### src/rtl/resp_misr_pkg.sv
// Shared types and constants for the response MISR compactor.
package resp_misr_pkg;

    typedef enum logic [1:0] {
        IDLE = 2'd0,
        CAPT = 2'd1,
        CMP  = 2'd2
    } state_t;

    localparam logic [15:0] DEFAULT_POLY = 16'h1021;

    // RESP bit positions of the CUT primary outputs
    localparam int G147_BIT = 0;
    localparam int G148_BIT = 1;
    localparam int G198_BIT = 2;
    localparam int G199_BIT = 3;
    localparam int G213_BIT = 4;
    localparam int G214_BIT = 5;

endpackage

### src/rtl/resp_misr_core.sv
// Combinational next-signature step: shift left, fold the MSB back through
// POLY, and XOR the response into the low bits.
module misr_core #(
    parameter int               SIG_W  = 16,
    parameter int               RESP_W = 6,
    parameter logic [SIG_W-1:0] POLY   = 16'h1021
) (
    input  logic [SIG_W-1:0]  sig,
    input  logic [RESP_W-1:0] resp,
    output logic [SIG_W-1:0]  sig_next
);

    always_comb begin
        sig_next = {sig[SIG_W-2:0], 1'b0}
                 ^ (sig[SIG_W-1] ? POLY : '0)
                 ^ SIG_W'(resp);
    end

endmodule

### src/rtl/resp_misr.sv
// Response compactor: folds valid CUT responses into a MISR over a programmed
// window, then compares against a golden signature and pulses DONE.
module resp_misr
    import resp_misr_pkg::*;
#(
    parameter int               SIG_W  = 16,
    parameter int               RESP_W = 6,
    parameter int               CNT_W  = 16,
    parameter logic [SIG_W-1:0] POLY   = DEFAULT_POLY
) (
    input  logic              CK,
    input  logic              RSTN,
    input  logic              START,
    input  logic [CNT_W-1:0]  NCYC,
    input  logic [SIG_W-1:0]  SEED,
    input  logic [SIG_W-1:0]  GOLDEN,
    input  logic [RESP_W-1:0] RESP,
    input  logic              RESP_VLD,
    output logic              BUSY,
    output logic              DONE,
    output logic              PASS,
    output logic [SIG_W-1:0]  SIG
);

    state_t           state;
    logic [CNT_W-1:0] cnt;
    logic [SIG_W-1:0] sig_next;

    misr_core #(
        .SIG_W  (SIG_W),
        .RESP_W (RESP_W),
        .POLY   (POLY)
    ) u_core (
        .sig      (SIG),
        .resp     (RESP),
        .sig_next (sig_next)
    );

    always_ff @(posedge CK) begin
        if (!RSTN) begin
            state <= IDLE;
            cnt   <= '0;
            SIG   <= '0;
            BUSY  <= 1'b0;
            DONE  <= 1'b0;
            PASS  <= 1'b0;
        end else begin
            DONE <= 1'b0;
            case (state)
                IDLE: begin
                    if (START) begin
                        SIG   <= SEED;
                        cnt   <= NCYC;
                        PASS  <= 1'b0;
                        BUSY  <= 1'b1;
                        state <= (NCYC != '0) ? CAPT : CMP;
                    end
                end
                CAPT: begin
                    // cnt is never zero here, so the decrement cannot wrap
                    if (RESP_VLD) begin
                        SIG <= sig_next;
                        cnt <= cnt - CNT_W'(1);
                        if (cnt == CNT_W'(1)) begin
                            state <= CMP;
                        end
                    end
                end
                CMP: begin
                    PASS  <= (SIG == GOLDEN);
                    DONE  <= 1'b1;
                    BUSY  <= 1'b0;
                    state <= IDLE;
                end
                default: begin
                    BUSY  <= 1'b0;
                    state <= IDLE;
                end
            endcase
        end
    end

endmodule

### config.mk
export PLATFORM = sky130hd
export DESIGN_NAME = resp_misr
export DESIGN_NICKNAME = d
export VERILOG_FILES = /design/src/rtl/resp_misr_pkg.sv /design/src/rtl/resp_misr_core.sv /design/src/rtl/resp_misr.sv
export SDC_FILE = /design/constraint.sdc
export NUM_CORES = 1
export LEC_CHECK = 0
export CAP_MARGIN = 30
export CORE_MARGIN = 8
export CORE_UTILIZATION = 46
export DETAILED_ROUTE_END_ITERATION = 6
export PLACE_DENSITY = 0.82
export SLEW_MARGIN = 20
export SYNTH_ARGS = -nofsm -noshare
export SYNTH_HDL_FRONTEND = slang
export SYNTH_SLANG_ARGS = --single-unit
### constraint.sdc
create_clock -name CK -period 2 [get_ports CK]
set_input_delay 0.2 -clock CK [delete_from_list [all_inputs] [get_ports CK]]
set_output_delay 0.2 -clock CK [all_outputs]
set_load 0.02 [all_outputs]
* Yosys cells after proc, flatten, opt, wreduce, memory -nomap -nowiden
Index checks and enable logic that the tools add are counted.
** Cells by class
- Eq/ne operators :: 7
- $add $sub $neg :: 1
- Bitwise operators :: 3
- Mux-type cells :: 17
- Reductions and logical operators :: 8
** Operator list (count)
- 16-bit 2-to-1 mux :: 4
- 16-bit case mux with 2 select lines :: 2
- 16-bit by 1-bit equality test with 1-bit output, second input constant :: 1
- 16-bit equality test :: 1
- 16-bit nonzero test :: 1
- 16-bit by 1-bit subtractor with 16-bit output, second input constant :: 1
- 16-bit XOR :: 1
- 16-bit by 6-bit XOR with 16-bit output :: 1
- 13-bit 2-to-1 mux :: 1
- 2-bit 2-to-1 mux :: 4
- 2-bit inequality test, second input constant :: 3
- 3-bit AND reduction :: 2
- 1-bit case mux with 2 select lines :: 2
- 2-bit case mux with 2 select lines :: 1
- 2-bit AND reduction :: 2
- 2-bit nonzero test :: 2
- 1-bit 2-to-1 mux :: 3
- 2-bit by 1-bit equality test with 1-bit output, second input constant :: 1
- 2-bit equality test, second input constant :: 1
- 2-bit logical NOT :: 1
- 1-bit NOT :: 1
** Storage, ports and cells
- Register bits :: 37
- Input bits :: 58
- Word-level logic and storage cells :: 42
- Output and inout port bits :: 19

* Depth between registers and ports, before layout
- Depth in word-level cells :: 5
- Depth in mapped cells :: 6
- Mapped depth without buffers :: 6

* By module
Synthesis repeated with hierarchy kept, for this count alone.
** Unflattened totals
- Cells, all modules :: 300
- Area, all modules :: 2393.5 um2
** Modules (own cells, without submodules)
- resp_misr :: seq. area each 740.7 um2, area an instance 2249.7 um2, cells an instance 284, times used 1
- misr_core :: seq. area each 0.0 um2, area an instance 143.9 um2, cells an instance 16, times used 1

* Worst setup path after synthesis
Ideal clock, no wire load.
- Path type :: reg2reg
- Start point :: register cnt[0]
- End point :: register cnt[6]
- Library setup time :: 0.059 ns
- Cell stages (with the launch flop) :: 7
- Data arrival time :: 1.727 ns
- Required time :: 1.941 ns
- Path buffers :: 0
- Setup slack :: 0.214 ns
- Clock period less this slack :: 1.786 ns
- Cell sequence :: dfxtp_1 inv_1 ha_1 or3b_4 or4_1 a311oi_1 a31o_1
** Between the ends
- Longest elaborated chain between the ends :: 3
** RTL lines
- start: declaration :: line resp_misr.sv:26 : logic [CNT_W-1:0] cnt;
- start signal: assignment :: line resp_misr.sv:63 : cnt <= cnt - CNT_W'(1);
- 16-bit by 1-bit subtractor with 16-bit output :: line resp_misr.sv:63
- 16-bit 2-to-1 mux :: line resp_misr.sv:61 : if (RESP_VLD) begin
- 16-bit case mux with 2 select lines :: line resp_misr.sv:49 : case (state)
No other way between the ends. The select of a mux whose other input is x is not followed.
A chain may end at the register's enable or synchronous reset.

* Worst setup path in the final report
Same ends and word-level chain as after synthesis.

==> run summary <==
- finished, final reports clean — result of the run
- 0.198 — Overall Global Routing Usage
- 0 — CTS Hold Bufs
- 37 — total number of clock tree sinks
- 531 MHz — upper clock frequency limit
- 428 — fin nets
- 86.0 um — Die Span X
- 6 — path depth of the worst reg2reg path
- 741 um2 — sequential cell area
- 2.24 ns — required time at the endpoint of the critical path
- dfxtp_1 33%, nand2_1 6.5%, xor2_1 5.8% — largest cells by area after synthesis
- 0 — Post-synth EDFFs
- 0 — final setup violation count
- dfxtp_1 — leading register cell type out of synthesis
- 140 — DRT iter0 DRCs
- 0.0932 — xor and xnor fraction of the mapped netlist area
- 286 — number of instances in the synthesized netlist
- register to register — startpoint-to-endpoint class of the critical path
- dfxtp_1 — Synth area leader
- 0.941 — ratio of final minimum period to clock period
- cnt[6]$_SDFFE_PN0P_ — capture point of the worst reg-to-reg path
- 25 — Site Rows
- 0 — remaining number of nets flagged by the antenna check after routing
- 16.5 um — detail-routed net length per standard cell
- 4720 um2 — core region area
- 0.000364 V — VDD IR max
- 0.477 — initial core utilization
- 0.272 — simple-gate portion of the synthesized area
- 1.88 ns — crit path time final
- 2508 — via count of the first global-routing pass
- 2 — CTS H-Tree Depth
- 0.471 ns — Worst Hold Slack
- SEED[6] — beginning of the worst hold path
- 5.52 mm — hpwl dp
- 32 — largest net degree at the start of global routing
- 346 — nets in the synthesized netlist
- 0.00444 — fraction of synthesized area in multiplexers
- 0 — number of antenna violations at the first check in global routing
- 2.46 mW — total power of the final layout
- met2 — GRT busiest layer
- 0.0812 — met3 routing resource usage after global routing
- inv_2 > ha_2 > or3b_4 > or4_1 > a311oi_2 > a31o_1 — cell-by-cell trace of the critical path
- 3310 um2 — cell area after layout
- 3180 um2 — placed cell areas
- 7.88 um2 — synthesized area per cell
- 2 — Longest Clk Path Bufs
- clkbuf_8 — Clock Root Buffer
- 37 — post-synthesis sequential element count
- cnt[6]$_SDFFE_PN0P_ — capturing element of the worst setup path
- 1410 um2 — total area of multi-input combinational cells
- 0 — remaining global-route overflow
- 0 — number of warning messages in the yosys log
- 0.109 ns — worst setup slack before clock tree synthesis
- 0.12 ns — internal reg-to-reg setup slack
- 0.233 — met1 Use GR
- cnt[0]$_SDFFE_PN0P_ — critical register-to-register path startpoint
- 428 — number of cells after detailed placement
- 0 — Hold Fails Final Rpt
- 46.7% — signed area change from the synthesized netlist to the final layout
- 436 — post-layout instance count excluding filler cells
- 0 — share of flip-flops with an asynchronous set or reset after synthesis
- 0.29 ns — Skew-Pair Late Insertion Delay
- 7400 um2 — overall die area
- 76 x clkdlybuf4s50_1, 39 x nand2_1, 37 x dfxtp_1, 24 x nor2_1, 20 x a21oi_1 — commonest cells after routing, fill and taps aside
- cnt[0]$_SDFFE_PN0P_ — startpoint of the worst setup timing path
- done — TritonCTS clock tree
- 372 — Filler Cell Count
- 45 — library cells used by synthesis
- 5 — Inserted Clock Buffers
- 0 — final max-slew violation count
- 2250 um2 — cell area after synthesis
- 0.478 ns — slew at the pin closest to its max-slew limit
- 0.329 — fraction of post-synthesis cell area in the top cell type by area
- 5 — Max Fanout on Critical Path
- 4 — First-pass DRT Iterations
- 0 — remaining routing DRC violations
- 11.9 mm — first-pass GRT wire length
- 0 — number of max-cap violations
- 0.42 ns — delay of the slowest cell on the worst path
- false — RSZ-0062 raised after global routing
- 0.119 ns — slack of the critical path
- 0.329 — fraction of the yosys area taken by sequential cells
- 1.22 nW — leakage dissipation
- clkdlybuf4s50_1 — most common library cell in the layout ignoring fill and taps
- register — kind of end point of the critical path
- 744 nW/um2 — PD cells
- 2499 — routed vias
- 0.681 — remaining max-slew budget at the tightest pin
- 77 — I/O pin total
- or4_1 — highest-delay cell along the critical path
- 7.21 mm — Routed WL
- 0.314 — met2 Usage GRT
- input port to register — kind of path behind the tightest hold check
- 0.00796 ns — worst clock skew
- 86.0 um — chip height
- 0 ns — Sum Neg Setup Slack
- 0.08 ns — register clock-pin slew on the reported worst setup and hold paths
- 0.100 — fraction of layout cells with a size suffix above 1
- 76 — IO buf count
- 0 — # diodes
- simple AND/OR/NAND/NOR gates — largest family of logic cells by synthesized area
- 2.12 ns — worst path arrival time
- 0.700 — Util after Layout
- 0.878 — final weighted congestion in routability-driven placement
- 0.0111 — fraction of the mapped netlist area in adder cells
- 5.73 — Via-to-Cell Ratio
- 0.236 — compound-gate portion of the synthesized area
- register — type of origin of the critical path
-- synth_stat cells (3+ instances only) --
master,number
clkbuf_1,13
a311oi_1,12
nand2_1,39
dfxtp_1,37
a21oi_1,20
and4_1,4
nor4_1,11
nor4b_1,4
nand3_1,5
inv_1,6
xor2_1,15
o221a_1,3
or4_1,5
a31oi_1,3
xnor2_1,9
o21ai_0,9
o211ai_1,8
buf_2,5
nand2b_1,4
nor3_1,9
a41oi_1,4
o31ai_1,5
nor2_1,25
-- worst max-delay path: cells and delay by family, from the launching register on --
| family | cells | cell delay, ns |
|---|---|---|
| AND/OR/NAND/NOR | 2 | 0.83 |
| AO/OA/AOI/OAI | 2 | 0.37 |
| flip-flops | 1 | 0.36 |
| adder cells (fa/ha/maj) | 1 | 0.19 |
| buffers and inverters | 1 | 0.08 |
-- flip-flops by register name (all words and copies together), names as in the netlist --
register	count
SIG	16
cnt	16
state	2
BUSY	1
DONE	1
PASS	1
-- final cells by class --
class / count / area share
clock buffers: 6 / 0.0250
inverters: 6 / 0.00681
multi-input cells: 222 / 0.425
clock inverters: 2 / 0.0113
well taps: 67 / 0.0253
flip-flops and latches: 37 / 0.224
repair buffers: 96 / 0.283
-- power breakdown --
| part | total, mW | internal [mW] | switching, mW |
|---|---|---|---|
| combinational | 0.846 | 0.434 | 0.412 |
| sequential | 0.930 | 0.818 | 0.113 |
| clock | 0.684 | 0.406 | 0.278 |
| total | 2.46 | 1.66 | 0.804 |
-- timing repair --
action / 4_1_cts / 5_1_grt
resized for setup: 0 / 3
setup buffers: 0 / 0
setup endpoints to repair: 0 / 1
-- logic make-up after synthesis --
kind of cell,after synthesis
AOI/OAI and AO/OA,76
xor gates and xnor gates,24
adders and majority gates,2
buffers and inverters,27
DFF,37
muxes,1
and+or+nand+nor,119
-- worst min-delay path by stage --
stage,to,depth (start not counted)
2_1_floorplan,cnt[14]$_SDFFE_PN0P_,2
3_3_place_gp,BUSY$_SDFFE_PN0P_,2
3_5_place_dp,BUSY$_SDFFE_PN0P_,2
4_1_cts,SIG[6]$_SDFFE_PN0P_,3
5_1_grt,SIG[15]$_SDFFE_PN0P_,3
6_report,SIG[6]$_SDFFE_PN0P_,3
-- metal layers --
metal	vias to the layer above	wire (um)
met4	0	72
met5	-	0
li1	1231	-
met3	10	655
met2	105	3360
met1	1153	3120
No activity file was read; power rests on OpenSTA's default activity.
